<file path="config.mk">
export PLATFORM = sky130hd
export DESIGN_NAME = avalon_pio_master
export DESIGN_NICKNAME = d
export VERILOG_FILES = /design/src/rtl/avalon_pio_master.sv
export SDC_FILE = /design/constraint.sdc
export NUM_CORES = 1
export LEC_CHECK = 0
export CAP_MARGIN = 0
export CORE_AREA = 2 2 98 100
export DETAILED_ROUTE_END_ITERATION = 7
export DIE_AREA = 0 0 100 102
export HOLD_SLACK_MARGIN = 0.12
export PLACE_DENSITY_LB_ADDON = 0.1
export SYNTH_ARGS = -nofsm -noshare
export SYNTH_HDL_FRONTEND = slang
export SYNTH_SLANG_ARGS = --single-unit
</file>
<file path="constraint.sdc">
create_clock -name clk -period 3.6 [get_ports clk]
set_clock_uncertainty 0.1 [all_clocks]
set_input_delay 0.54 -clock clk [delete_from_list [all_inputs] [get_ports clk]]
set_output_delay 0.54 -clock clk [all_outputs]
set_load 0.02 [all_outputs]
</file>
<file path="src/rtl/avalon_pio_master.sv">
// Avalon-MM initiator that turns a command/response handshake into single
// read/write transfers to a PIO-style register block, one transfer at a time.
module avalon_pio_master #(
  parameter int ADDR_W       = 2,
  parameter int DATA_W       = 32,
  parameter int READ_LATENCY = 1,
  parameter int TIMEOUT      = 255
) (
  input  logic              clk,
  input  logic              reset,
  input  logic              cmd_valid,
  output logic              cmd_ready,
  input  logic              cmd_write,
  input  logic [ADDR_W-1:0] cmd_addr,
  input  logic [DATA_W-1:0] cmd_wdata,
  output logic              rsp_valid,
  input  logic              rsp_ready,
  output logic [DATA_W-1:0] rsp_rdata,
  output logic              rsp_error,
  output logic [ADDR_W-1:0] avm_address,
  output logic              avm_read,
  output logic              avm_write,
  output logic [DATA_W-1:0] avm_writedata,
  input  logic [DATA_W-1:0] avm_readdata,
  input  logic              avm_waitrequest,
  output logic              busy
);

  typedef enum logic [1:0] {IDLE, XFER, RWAIT, RESP} state_t;

  localparam bit          LAT0     = (READ_LATENCY == 0);
  localparam logic [3:0]  LAT_LOAD = LAT0 ? 4'd0 : 4'(READ_LATENCY - 1);
  localparam logic [15:0] TMO_LAST = 16'(TIMEOUT - 1);

  state_t              state_q, state_d;
  logic                wr_q;
  logic                err_q;
  logic [15:0]         tmo_cnt_q;
  logic [3:0]          lat_cnt_q;
  logic [ADDR_W-1:0]   addr_q;
  logic [DATA_W-1:0]   wdata_q;
  logic [DATA_W-1:0]   rdata_q;

  logic cmd_fire;
  logic xfer_accept;
  logic xfer_stall;
  logic tmo_hit;
  logic rd_done;

  assign cmd_fire    = (state_q == IDLE) && cmd_valid;
  assign xfer_accept = (state_q == XFER) && !avm_waitrequest;
  assign xfer_stall  = (state_q == XFER) && avm_waitrequest;
  // The stall that would bring the count up to TIMEOUT is the one that aborts.
  assign tmo_hit     = xfer_stall && (tmo_cnt_q == TMO_LAST);
  assign rd_done     = ((state_q == RWAIT) && (lat_cnt_q == 4'd0)) ||
                       (LAT0 && xfer_accept && !wr_q);

  always_ff @(posedge clk or posedge reset) begin
    if (reset) begin
      state_q <= IDLE;
    end else begin
      state_q <= state_d;
    end
  end

  always_comb begin
    state_d = state_q;
    case (state_q)
      IDLE: begin
        if (cmd_valid) state_d = XFER;
      end
      XFER: begin
        if (!avm_waitrequest) begin
          if (wr_q || LAT0) state_d = RESP;
          else              state_d = RWAIT;
        end else if (tmo_hit) begin
          state_d = RESP;
        end
      end
      RWAIT: begin
        if (lat_cnt_q == 4'd0) state_d = RESP;
      end
      RESP: begin
        if (rsp_ready) state_d = IDLE;
      end
      default: state_d = IDLE;
    endcase
  end

  always_comb begin
    cmd_ready     = 1'b0;
    rsp_valid     = 1'b0;
    rsp_rdata     = '0;
    rsp_error     = 1'b0;
    avm_address   = '0;
    avm_read      = 1'b0;
    avm_write     = 1'b0;
    avm_writedata = '0;
    busy          = 1'b1;
    case (state_q)
      IDLE: begin
        cmd_ready = 1'b1;
        busy      = 1'b0;
      end
      XFER: begin
        avm_address = addr_q;
        avm_read    = !wr_q;
        avm_write   = wr_q;
        if (wr_q) avm_writedata = wdata_q;
      end
      RESP: begin
        rsp_valid = 1'b1;
        rsp_rdata = rdata_q;
        rsp_error = err_q;
      end
      default: ;
    endcase
  end

  // Control registers: command type, error flag and the two counters.
  always_ff @(posedge clk or posedge reset) begin
    if (reset) begin
      wr_q      <= 1'b0;
      err_q     <= 1'b0;
      tmo_cnt_q <= '0;
      lat_cnt_q <= '0;
    end else begin
      if (cmd_fire) wr_q <= cmd_write;

      if (tmo_hit)          err_q <= 1'b1;
      else if (xfer_accept) err_q <= 1'b0;

      if (cmd_fire)        tmo_cnt_q <= '0;
      else if (xfer_stall) tmo_cnt_q <= tmo_cnt_q + 16'd1;

      if (xfer_accept && !wr_q)                        lat_cnt_q <= LAT_LOAD;
      else if ((state_q == RWAIT) && (lat_cnt_q != 0)) lat_cnt_q <= lat_cnt_q - 4'd1;
    end
  end

  // Data registers carry no reset; every output path is gated by state.
  always_ff @(posedge clk) begin
    if (cmd_fire) begin
      addr_q  <= cmd_addr;
      wdata_q <= cmd_wdata;
    end
    if (tmo_hit || (xfer_accept && wr_q)) rdata_q <= '0;
    else if (rd_done)                    rdata_q <= avm_readdata;
  end

endmodule
</file>
-- Yosys cells after proc, flatten, opt, wreduce, memory -nomap -nowiden
Cells that the tools add are included.
- word-level logic and storage cells: 59
- output and inout port bits: 72
- bits of input ports: 72
- register bits after elaboration: 90
- $add $sub $neg: 2
- eq/ne operators: 8
- multiplexer cells: 23
- reduce and logical (&&, ||, !) cells: 18
- operator list (cell ; count):
    32-bit 2-to-1 mux ; 3
    16-bit 2-to-1 mux ; 2
    16-bit by 1-bit adder with 16-bit output (second input constant) ; 1
    16-bit by 8-bit == test with 1-bit output (second input constant) ; 1
    2-bit 2-to-1 mux ; 6
    1-bit 2-to-1 mux ; 9
    1-bit logical AND ; 8
    4-bit 2-to-1 mux ; 2
    2-bit case mux with 4 select lines ; 1
    2-bit inequality test (second input constant) ; 3
    2-bit nonzero test ; 3
    2-bit == test (second input constant) ; 2
    4-bit logical NOT ; 1
    4-bit AND reduction ; 1
    4-bit nonzero test ; 1
    4-bit by 1-bit subtractor with 4-bit output (second input constant) ; 1
    3-bit inequality test (second input constant) ; 1
    2-bit by 1-bit == test with 1-bit output (second input constant) ; 1
    1-bit logical NOT ; 2
    2-bit logical NOT ; 1
    1-bit logical OR ; 1

-- Longest topological paths before layout
Gate-level depths: netlist (run 1).
- word-level depth: 6
- mapped depth: 8
- mapped depth without buffers: 6

-- Least setup slack after synthesis (run 1)
OpenSTA, ideal clock, no wires.
- kind: register to register
- start: register state_q[0]
- end: register addr_q[0], enable pin
- setup time: 0.412 ns
- data required time: 3.088 ns
- path slack: 0.804 ns
- clock period less this slack: 2.796 ns
- path buffers: 1
- data arrival time: 2.285 ns
- cell stages (with the launch flop): 6
- path through: dfrtp_1 inv_1 ha_1 nand2_1 clkinv_1 buf_1
- longest elaborated chain between the ends: 2
- ends and longest elaborated chain (element ; line ; text):
    start: declaration ; 35 ; state_t state_q, state_d;
    start signal: assignment ; 62 ; state_q <= state_d;
    2-bit logical NOT ; 50 ; assign cmd_fire = (state_q == IDLE) && cmd_valid;
    1-bit logical AND ; 50 ;
    named net cmd_fire ; 44 ; logic cmd_fire;
    end signal: assignment ; 144 ; addr_q <= cmd_addr;
    end: declaration ; 40 ; logic [ADDR_W-1:0] addr_q;
The timed path passes the listed nets, and every way through them passes these cells.
A chain may end at the register's enable or synchronous reset.

-- Worst setup path after layout (run 1)
- start: register state_q[1]
- end: output port avm_writedata[24]
- longest elaborated chain between the ends: 2
- ends and longest elaborated chain (element ; line ; text):
    2-bit by 1-bit == test with 1-bit output ; 100 ; case (state_q)
    32-bit 2-to-1 mux ; 100 ;
    end: declaration ; 23 ; output logic [DATA_W-1:0] avm_writedata,
No other way between the ends.

==> results of run 1 <==
[cell usage in the layout (no fill, tap or decap), types with 3 or more instances in the layout]
cell type	instances
nor2_1	15
xnor2_1	5
nand2_1	14
a21oi_1	7
xor2_1	6
and2_1	39
clkbuf_8	9
dfxtp_1	32
and3_1	34
dfrtp_1	24
inv_1	12
nand3_1	6
ha_1	7
clkdlybuf4s50_1	143
buf_4	6
o21ai_0	4
or3_1	4
or4_1	3
edfxtp_1	34
and4_1	3
mux2i_1	32
nor3_1	34
[worst register-to-register path: cells and delay by family, from the launching register on]
family                     cells  cell delay (ns)
AOI/OAI and AO/OA              1             0.16
DFF                            1             0.44
adders and majority gates      1             0.14
buffers and inverters          2             0.40
and+or+nand+nor                3             1.04
[report_power, final]
part	internal [mW]	switching (mW)	leakage, nW
clock	0.266	0.361	0.0869
combinational	0.659	0.728	1.27
sequential	1.35	0.164	0.900
total	2.28	1.25	2.26
[cells by family after synthesis]
group / count (synthesis) / synth area share, %
AOI/OAI and AO/OA: 21 / 3.300
xor gates and xnor gates: 11 / 2.397
adders and majority gates: 7 / 2.179
buffers and inverters: 38 / 4.234
DFF: 90 / 56.29
muxes: 33 / 8.344
and+or+nand+nor: 165 / 23.26
[per-layer routing]
layer | wire length [um] | GRT usage (%) | up-vias
met3 | 660 | 4.378 | 8
met1 | 4187 | 25.01 | 1463
met5 | 0 | 0 | -
li1 | - | - | 1555
met2 | 4350 | 30.67 | 107
met4 | 83 | 5.690 | 0
[state kept, by name, summed over array words and instances (netlist names)]
| register | cells |
|---|---|
| addr_q | 2 |
| err_q | 1 |
| lat_cnt_q | 4 |
| rdata_q | 32 |
| state_q | 2 |
| tmo_cnt_q | 16 |
| wdata_q | 32 |
| wr_q | 1 |
[Yosys cell counts, types with 4 or more instances]
master,n
xnor2_1,5
dfrtp_1,24
nand2_1,14
or3_1,4
nor2_1,15
a21oi_1,7
edfxtp_1,34
and3_1,34
dfxtp_1,32
o21ai_0,4
mux2i_1,32
xor2_1,6
and2_1,39
inv_1,12
clkbuf_1,17
ha_1,7
nand3_1,6
nor3_1,34
buf_2,4
[stage by stage]
step,hold WS [ns],cells,instance area (um^2),utilization (%)
floorplan,0.3837,365,4019,-
global placement,0.4014,600,5518,60.58
detailed placement,0.4077,600,5518,60.58
CTS,0.4260,616,5699,62.57
global route,0.4434,616,5699,62.57
finish,0.4225,616,5699,62.57
[cell type report]
class | count | share of cell area (%)
clock buffer | 10 | 2.305
clock inverter | 6 | 0.8782
inverter | 13 | 0.8562
multi-input combinational | 237 | 27.93
sequential | 90 | 39.69
tap | 111 | 2.437
timing repair buffer | 149 | 25.91
[worst min-delay path by stage]
| stage | from | to |
|---|---|---|
| after CTS | err_q | err_q |
| after detailed placement | err_q | err_q |
| after floorplan | err_q | err_q |
| after global placement | err_q | err_q |
| final | err_q | err_q |
| after global routing | rdata_q[16] | rdata_q[16] |
==> impl_metrics.env, run 1 <==
export IMPL_die_area_um2=10200
export IMPL_syn_nets=444
export IMPL_grt_max_degree=47
export IMPL_root_buffer="clkbuf_8"
export IMPL_regArea_um2=2262
export IMPL_grt_pass1_wl_um=15050
export IMPL_clk_pin_slew_ns=0.09
export IMPL_drcViolationCount=0
export IMPL_htreeDepth=3
export IMPL_drive_gt1_share_pct=5.149
export IMPL_power_mw=3.532
export IMPL_routedWlPerCell_um=15.07
export IMPL_core_area_um2=9109
export IMPL_synth_area_per_cell_um2=11.01
export IMPL_crit_path_max_incr_delay_ns=0.61
export IMPL_status="complete, no violations"
export IMPL_die_h_um=102
export IMPL_fin_nets=579
export IMPL_crit_end="avm_writedata[24]"
export IMPL_reg2regPathDepth=7
export IMPL_clockBufferDepth=2
export IMPL_multi_input_area_um2=1592
export IMPL_nFillCells=783
export IMPL_async_reset_ff_share_pct=26.67
export IMPL_slowest_stage="clkdlybuf4s50_1"
export IMPL_synth_top_area_share_pct=25.40
export IMPL_r2r_end="tmo_cnt_q[15]"
export IMPL_finalSetupTns_ns=0
export IMPL_cts_buffers=9
export IMPL_io_pins=144
export IMPL_crit_buf_inv=3
export IMPL_setup_viol=0
export IMPL_rsz0062_at_grt="no"
export IMPL_p_per_area_nw_per_um2=619.7
export IMPL_pre_cts_slack_ns=1.137
export IMPL_period_share_pct=78.35
export IMPL_regToRegStartpoint="state_q[1]"
export IMPL_place_port_buffers=143
export IMPL_areaGrowthSynthToFinish_pct=41.81
export IMPL_yosys_top_cells_area="edfxtp_1 25%, dfxtp_1 16%, dfrtp_1 15%"
export IMPL_insertion_delay_ns=0.35
export IMPL_crit_fanout=43
export IMPL_gr_total_overflow=0
export IMPL_fmax_ghz=0.3545
export IMPL_timing_hold_violations_final=0
export IMPL_dr_pass1_iters=4
export IMPL_start_util_pct=44.12
export IMPL_maxSlewHeadroom_pct=37.43
export IMPL_via_per_inst=5.086
export IMPL_finalMaxSlewViolations=0
export IMPL_fin_crit_ns=2.821
export IMPL_yosysSeqAreaShare_pct=56.29
export IMPL_diodes=0
export IMPL_start_kind="register"
export IMPL_ir_drop_mv=0.2925
export IMPL_synth_flop_cell="edfxtp_1"
export IMPL_hold_buffers=0
export IMPL_cp_data_required_time_ns=2.96
export IMPL_ys_ff_latch=90
export IMPL_globalplace_congestion=0.7877
export IMPL_netlist_area_um2=4019
export IMPL_cts_tree="done"
export IMPL_synth_edf_count=34
export IMPL_ys_warn_count=0
export IMPL_yosysUniqueCellTypes=42
export IMPL_holdCritPathClass="reg -> reg"
export IMPL_r2r_slack_ns=1.23
export IMPL_cts_sinks=90
export IMPL_setup_ws_ns=0.7794
export IMPL_antenna_found_initial=0
export IMPL_grt_use_total_pct=18.73
export IMPL_die_w_um=100
export IMPL_final_antenna_net_count=0
export IMPL_rows=35
export IMPL_crit_start="state_q[1]"
export IMPL_crit_path_end_kind="primary output"
export IMPL_arrival_ns=2.18
export IMPL_whs_path_depth=2
export IMPL_worst_pin_slew_ns=0.9375
export IMPL_cts_resized=0
export IMPL_leakage_nw=2.262
export IMPL_path_depth=5
export IMPL_synth_cells=365
export IMPL_routed_wirelength_um=9282
export IMPL_postCtsSetupBuffers=0
export IMPL_drtIter0Drc=90
export IMPL_hpwl_um=6483
export IMPL_cap_violations=0
export IMPL_grt_pass1_vias=3031
export IMPL_vias=3133
export IMPL_critPathKind="reg -> out"
export IMPL_synth_area_leader_cell="edfxtp_1"
export IMPL_path_delay_family="buffers and inverters"
export IMPL_path_cells="inv_1, ha_1, buf_4, and3_1, clkdlybuf4s50_1"
Power figures use the tool's default switching activity.
==> run 2, diff against run 1 <==
clock period = 2.7 ns   (was 3.6 ns; I/O delays follow)
==> impl_metrics.env, run 2 (synthesis gave the netlist of run 1 again) <==
export IMPL_status="complete, no violations"
export IMPL_mostFrequentLayoutCells="138 x clkdlybuf4s50_1, 39 x and2_1, 34 x and3_1, 34 x nor3_1, 34 x edfxtp_1"
export IMPL_crit_buf_inv=3
export IMPL_dr_wl_met2_um=4714
export IMPL_die_area_um2=10200
export IMPL_die_h_um=102
export IMPL_routed_wirelength_um=9635
export IMPL_period_share_pct=95.02
export IMPL_r2r_end="state_q[1]"
export IMPL_clk_pin_slew_ns=0.09
export IMPL_drcViolationCount=0
export IMPL_globalplace_congestion=0.8180
export IMPL_cap_violations=0
export IMPL_crit_fanout=43
export IMPL_antenna_found_initial=0
export IMPL_mostFrequentLayoutCell="clkdlybuf4s50_1"
export IMPL_final_antenna_net_count=0
export IMPL_cts_tree="done"
export IMPL_grt_pass1_vias=3143
export IMPL_timing_hold_violations_final=0
export IMPL_crit_start="state_q[1]"
export IMPL_fin_crit_ns=2.566
export IMPL_maxSlewHeadroom_pct=63.06
export IMPL_r2r_slack_ns=0.44
export IMPL_grt_pass1_wl_um=15220
export IMPL_clockBufferDepth=2
export IMPL_rows=35
export IMPL_via_per_inst=5.144
export IMPL_crit_path_end_kind="primary output"
export IMPL_path_cells="inv_1, ha_1, buf_8, and3_1, clkdlybuf4s50_1"
export IMPL_grt_use_total_pct=18.83
export IMPL_crit_path_max_incr_delay_ns=0.60
export IMPL_core_area_um2=9109
export IMPL_cts_sinks=90
export IMPL_place_port_buffers=143
export IMPL_met1_length_um=4149
export IMPL_nFillCells=748
export IMPL_wl_met3_um=658
export IMPL_fin_area_um2=5788
export IMPL_critPathKind="reg -> out"
export IMPL_insertion_delay_ns=0.35
export IMPL_areaGrowthSynthToFinish_pct=44.02
export IMPL_crit_end="avm_writedata[3]"
export IMPL_reg2regPathDepth=6
export IMPL_cts_buffers=9
export IMPL_highest_layer="met4"
export IMPL_vias=3189
export IMPL_worst_pin_slew_ns=0.5529
export IMPL_hpwl_um=6783
export IMPL_place_area_um2=5560
export IMPL_slowest_stage="clkdlybuf4s50_1"
export IMPL_die_w_um=100
export IMPL_ir_drop_mv=0.3637
export IMPL_gr_total_overflow=0
export IMPL_cts_resized=0
export IMPL_largest_registers="rdata_q x32, wdata_q x32, tmo_cnt_q x16"
export IMPL_postLayoutCoreUtil_pct=63.54
export IMPL_fmax_ghz=0.3898
export IMPL_start_util_pct=44.12
export IMPL_setup_viol=0
export IMPL_fin_nets=583
export IMPL_hold_buffers=0
export IMPL_io_pins=144
export IMPL_leakage_nw=2.392
export IMPL_cp_data_required_time_ns=2.19
export IMPL_htreeDepth=3
export IMPL_holdCritPathClass="in -> async"
export IMPL_postCtsSetupBuffers=0
export IMPL_grt_max_degree=44
export IMPL_finalMaxSlewViolations=0
export IMPL_routedWlPerCell_um=15.54
export IMPL_root_buffer="clkbuf_8"
export IMPL_diodes=0
export IMPL_path_depth=5
export IMPL_p_per_area_nw_per_um2=842.4
export IMPL_dr_pass1_iters=4
export IMPL_path_delay_family="buffers and inverters"
export IMPL_drive_gt1_share_pct=6.090
export IMPL_start_kind="register"
export IMPL_drtIter0Drc=102
export IMPL_regToRegStartpoint="lat_cnt_q[0]"
export IMPL_holdWs_ns=0.2980
export IMPL_finalSetupTns_ns=0
export IMPL_rsz0062_at_grt="no"
export IMPL_arrival_ns=2.06
[run 2: cell types whose count changed in the layout (fill, tap and decap cells not counted), sizes merged]
| cell | before | now |
|---|---|---|
| clkdlybuf4s50 | 143 | 138 |
| dlymetal6s2s | 0 | 5 |
| buf | 6 | 10 |
| bufinv | 0 | 1 |
| clkinvlp | 2 | 1 |
[run 2: cell type report]
type / count / area, um^2 / share of cell area, %
clock inverters: 6 / 75.07 / 1.297
flip-flops and latches: 90 / 2263 / 39.11
inverters: 13 / 48.80 / 0.8431
multi-input cells: 237 / 1592 / 27.50
repair buffers: 153 / 1539 / 26.59
well taps: 111 / 138.9 / 2.399
clock buffers: 10 / 131.4 / 2.270
[run 2: where the power goes]
group | total [mW] | switching [mW] | internal [mW]
Combinational | 1.91 | 0.990 | 0.920
Sequential | 2.02 | 0.217 | 1.80
Clock | 0.945 | 0.493 | 0.452
Total | 4.88 | 1.70 | 3.18
[run 2: how the worst min path moves through the flow]
stage | from | to | slack [ns] | cells past startpoint
after CTS | reset | state_q[0] | 0.29 | 3
final | reset | state_q[0] | 0.30 | 3
after floorplan | reset | err_q | 0.32 | 1
after global placement | rdata_q[30] | rdata_q[30] | 0.40 | 2
after global routing | reset | state_q[0] | 0.34 | 3
after detailed placement | rdata_q[29] | rdata_q[29] | 0.41 | 2
[run 2: per-stage QoR]
step / setup slack, ns / cells / power, mW
after floorplan: 0.3888 / 365 / 3.186
after global routing: 0.0006712 / 620 / 5.207
after CTS: 0.03073 / 620 / 4.926
after detailed placement: 0.3725 / 604 / 3.963
after global placement: 0.4190 / 604 / 3.900
final: 0.1344 / 620 / 4.876
[run 2: layer usage]
metal  GRT usage, %  vias to the layer above
li1               -                     1567
met3          5.540                        7
met1          23.51                     1511
met2          31.96                      104
met5              0                        -
met4          5.585                        0
[run 2: worst reg2reg max path, stage by stage, from the launching register on]
cell,delay (ns)
dfrtp_1,0.41
inv_1,0.07
ha_1,0.18
or3b_1,0.46
a222oi_1,0.41
o21ai_1,0.19
mux2_4,0.33
==> run 3, diff against run 2 <==
ABC_CLOCK_PERIOD_IN_PS = 2700   (was not set)
PLACE_DENSITY = 0.8   (was not set)
PLACE_DENSITY_LB_ADDON = not set   (was 0.1)
==> impl_metrics.env, run 3 (synthesis gave the netlist of run 1 again) <==
export IMPL_mostFrequentLayoutCells="143 x clkdlybuf4s50_1, 39 x and2_1, 34 x and3_1, 34 x nor3_1, 34 x edfxtp_1"
export IMPL_gr_total_overflow=0
export IMPL_hpwl_um=6949
export IMPL_slowest_stage="clkdlybuf4s50_1"
export IMPL_clockBufferDepth=2
export IMPL_holdCritPathClass="in -> async"
export IMPL_via_per_inst=5.179
export IMPL_htreeDepth=3
export IMPL_cap_violations=0
export IMPL_largest_registers="rdata_q x32, wdata_q x32, tmo_cnt_q x16"
export IMPL_crit_path_end_kind="primary output"
export IMPL_mostFrequentLayoutCell="clkdlybuf4s50_1"
export IMPL_grt_max_degree=40
export IMPL_timing_hold_violations_final=0
export IMPL_setup_ws_ns=0.1278
export IMPL_critPathKind="reg -> out"
export IMPL_diodes=0
export IMPL_finalMaxSlewViolations=0
export IMPL_path_cells="inv_1, ha_1, buf_6, and3_1, clkdlybuf4s50_1"
export IMPL_drive_gt1_share_pct=5.512
export IMPL_crit_buf_inv=3
export IMPL_drcViolationCount=0
export IMPL_p_per_area_nw_per_um2=824.4
export IMPL_grt_pass1_vias=3104
export IMPL_r2r_slack_ns=0.44
export IMPL_fin_crit_ns=2.572
export IMPL_fin_nets=582
export IMPL_routedWlPerCell_um=15.40
export IMPL_die_area_um2=10200
export IMPL_grt_pass1_wl_um=15150
export IMPL_period_share_pct=95.27
export IMPL_globalplace_congestion=0.8261
export IMPL_internal_power_mw=3.045
export IMPL_vias=3206
export IMPL_start_kind="register"
export IMPL_p_switching_mw=1.677
export IMPL_insertion_delay_ns=0.34
export IMPL_worst_pin_slew_ns=0.4956
export IMPL_ir_drop_mv=0.3648
export IMPL_finalSetupTns_ns=0
export IMPL_status="complete, no violations"
export IMPL_clk_pin_slew_ns=0.09
export IMPL_io_pins=144
export IMPL_rows=35
export IMPL_cts_sinks=90
export IMPL_cts_buffers=9
export IMPL_pre_cts_slack_ns=0.3827
export IMPL_crit_path_max_incr_delay_ns=0.61
export IMPL_cts_tree="done"
export IMPL_rsz0062_at_grt="no"
export IMPL_core_area_um2=9109
export IMPL_setup_viol=0
export IMPL_antenna_found_initial=0
export IMPL_leakage_nw=2.265
export IMPL_place_area_um2=5553
export IMPL_arrival_ns=2.07
export IMPL_grt_use_total_pct=18.80
export IMPL_place_port_buffers=143
export IMPL_crit_fanout=39
export IMPL_root_buffer="clkbuf_8"
export IMPL_dr_pass1_iters=6
export IMPL_maxSlewHeadroom_pct=66.89
export IMPL_drtIter0Drc=136
export IMPL_die_w_um=100
export IMPL_routed_wirelength_um=9531
export IMPL_die_h_um=102
export IMPL_seq_power_share_pct=43.1
export IMPL_clock_power_share_pct=17.0
export IMPL_path_delay_family="buffers and inverters"
export IMPL_p_sw_share_pct=35.51
export IMPL_post_layout_nonfiller_instances=619
export IMPL_areaGrowthSynthToFinish_pct=42.53
export IMPL_final_antenna_net_count=0
export IMPL_fin_area_um2=5728
export IMPL_start_util_pct=44.12
export IMPL_dp_cells=603
export IMPL_cp_data_required_time_ns=2.19
export IMPL_fmax_ghz=0.3888
export IMPL_comb_power_share_pct=39.9
-- run 3: changes by cell type in the layout (fill, tap and decap cells not counted) --
cell | previous run | this run
clkdlybuf4s50_1 | 138 | 143
dlymetal6s2s_1 | 5 | 0
clkinvlp_4 | 1 | 4
clkbuf_1 | 0 | 2
clkinv_4 | 2 | 0
buf_4 | 8 | 7
buf_6 | 0 | 1
buf_8 | 1 | 0
bufinv_16 | 1 | 0
clkbuf_4 | 1 | 0
inv_8 | 1 | 0
-- run 3: power by group through the flow --
stage | registers (mW) | clock network (mW) | logic [mW]
floorplan | 1.95 | 0 | 1.24
global route | 2.08 | 0.884 | 2.07
CTS | 2.04 | 0.832 | 1.90
global placement | 2.04 | 0 | 1.84
finish | 2.04 | 0.803 | 1.88
detailed placement | 2.06 | 0 | 1.89
-- run 3: worst register-to-register path, cell delays in order (launching register included) --
cell      delay (ns)
dfrtp_1         0.42
inv_1           0.07
ha_1            0.15
or3b_1          0.46
a222oi_1        0.44
o21ai_1         0.19
mux2_4          0.32
-- run 3: layer usage --
metal	share of wire, %	global-route usage (%)
met1	41	22.87
met2	50	33.11
met3	7.7	4.104
met4	1.5	6.744
met5	0	0
-- run 3: cell type report --
cell class	instances	area, um^2
fill	734	3381
sequential	90	2263
multi-input combinational	237	1592
timing repair buffer	152	1515
tap	111	138.9
clock buffer	11	131.4
inverter	13	48.80
clock inverter	5	38.79
-- run 3: path summary, 6_finish.rpt --
kind                              start  depth (start not counted)                 to
max                          state_q[1]                          5  avm_writedata[14]
min                               reset                          3               wr_q
max reg2reg                lat_cnt_q[0]                          6         state_q[1]
min reg2reg                 rdata_q[28]                          2        rdata_q[28]
max in group asynchronous         reset                          3               wr_q
min in group clk            rdata_q[28]                          2        rdata_q[28]
-- run 3: metrics by stage --
step           total power [mW]  utilization (%)  hold slack (ns)
4_1_cts                   4.767            62.83           0.3030
3_3_place_gp              3.875            60.96           0.4051
3_5_place_dp              3.951            60.96           0.4091
5_1_grt                   5.034            62.88           0.3648
2_1_floorplan             3.186                -           0.3196
6_report                  4.722            62.88           0.3040
-- run 3: repair_timing --
action                     4_1_cts  5_1_grt
setup endpoints to repair        0       35
hold buffers                     0        0
buffers inserted                 0        0
resized for setup                0        2
==> patch (flow settings as in run 2) <==
Encoding of `state_t`: now one-hot (4 bits for 4 states).
--- a/src/rtl/avalon_pio_master.sv
+++ b/src/rtl/avalon_pio_master.sv
@@ -27,5 +27,5 @@
 );
 
-  typedef enum logic [1:0] {IDLE, XFER, RWAIT, RESP} state_t;
+  typedef enum logic [3:0] {IDLE = 4'b0001, XFER = 4'b0010, RWAIT = 4'b0100, RESP = 4'b1000} state_t;
 
   localparam bit          LAT0     = (READ_LATENCY == 0);
Function: same outputs for any inputs over 10 cycles, from zero or initial values and one cycle with reset high; not proved beyond that.
==> patch against run 2 <==
Setup slack got worse by 36 ps. Global-route usage rose by 1.1 points. Final area rose by 0.80%. Power fell by 12%. Sequential cell count rose by 2. Critical path type unchanged. Synthesized area rose by 1.2%. Via count rose by 6.4%. Final cell count rose by 8.2%. Wire length rose by 4.3%.
==> patch: results <==
[place]
dpl.hpwl_mm = 6.96
place_congestion = 0.792
placed_cells = 653
port_buffers = 143

[cts]
clk_pin_slew_worst_paths_ps = 90

[critical_path]
r2r-start = state_q[0]
worst-path-max-fanout = 8
reg2reg_depth = 5
timing.reg2reg.setup_slack_ps = 390
worst_r2r_endpoint = wdata_q[25]

[status]
status = completed

[cells_and_area]
drive_gt1_share_pct = 8.39
fin_nets = 630

[synth]
synth_xor_area_share_pct = 1.72
synth.area.mux_share_pct = 0.739
synth_compound_area_share_pct = 7.85
synthTopCellsByCount = nand2_1 (82), and2_1 (40), a21oi_1 (39)
synthAdderAreaFrac_pct = 0.923
synth_cells = 411
ys_async_sr_fraction_pct = 28.3
synth_nets = 486
ys_seq_area_share_pct = 56.9
yosysUniqueCellTypes = 47

[sta]
tightest_slew_ps = 548

[detailed_routing]
wire_per_inst_um = 15.0
routed_wl_mm = 10.0
num_vias = 3394
drt_iter0_markers = 109

[power_and_ir_drop]
leakagePower_uw = 0.00280
ir_worst_vdd_mv = 0.383

[global_route]
grt_pass1_wl_mm = 16.0
grt_max_degree = 43
grt_usage_pct = 19.9
-- patch: changes by cell type after synthesis, moves of 4 or more --
cell,delta
mux2i_1,-29
nor3_1,-31
a21oi_1,+32
ha_1,-4
nand2_1,+68
inv_1,-6
nand2b_1,+5
-- patch: cell families after synthesis --
family / count (synthesis)
multiplexers: 3
AO/OA/AOI/OAI: 57
buffers and inverters: 33
XOR/XNOR: 8
AND/OR/NAND/NOR: 215
adder cells (fa/ha/maj): 3
flip-flops: 92
-- patch: worst max-delay path by stage --
stage / from / depth (start not counted) / endpoint
floorplan: state_q[0] / 4 / addr_q[0]
global placement: state_q[2] / 4 / avm_read
detailed placement: state_q[2] / 4 / avm_read
CTS: state_q[2] / 5 / avm_address[1]
global route: state_q[0] / 3 / cmd_ready
finish: state_q[0] / 3 / cmd_ready
-- patch: critical path: stages (launching register included) --
cell	delay (ps)
dfstp_2	670
nor4b_1	290
buf_4	180
clkdlybuf4s50_1	600
-- patch: power by group --
group / leakage [uW] / total, uW / internal [uW] / switching, uW
Combinational: 0.00177 / 1280 / 597 / 687
Clock: 0.0000838 / 849 / 339 / 509
Sequential: 0.000939 / 2140 / 1940 / 204
Total: 0.00280 / 4270 / 2870 / 1400
-- patch: what timing repair did --
| action | 4_1_cts | 5_1_grt |
|---|---|---|
| cloned | 0 | 1 |
| setup buffers | 0 | 1 |
| pin swaps | 0 | 1 |
| gates resized for setup | 68 | 2 |
| setup endpoints to repair | 67 | 2 |
-- patch: routing by layer --
layer	part of all wire [%]	track usage (%)	vias to the layer above
met1	41	24.3	1596
li1	-	-	1691
met2	51	33.9	99
met4	1.4	8.01	0
met5	0	0	-
met3	6.1	5.20	8
-- patch: metrics by stage --
step	instance area, sq um	util, %	setup WS (ps)	hold slack [ps]
2_1_floorplan	4070	-	0.654	331
3_3_place_gp	5700	62.6	262	337
3_5_place_dp	5700	62.6	250	342
4_1_cts	5800	63.6	8.34	286
5_1_grt	5830	64.1	14.5	311
6_report	5830	64.1	98.9	286
-- patch: cell type report --
class,instances,area (sq um)
clock buffers,9,124
inverters,7,26.3
repair buffers,159,1550
fillers,805,3270
multi-input cells,286,1630
clock inverters,7,51.3
flip-flops and latches,92,2310
well taps,111,139
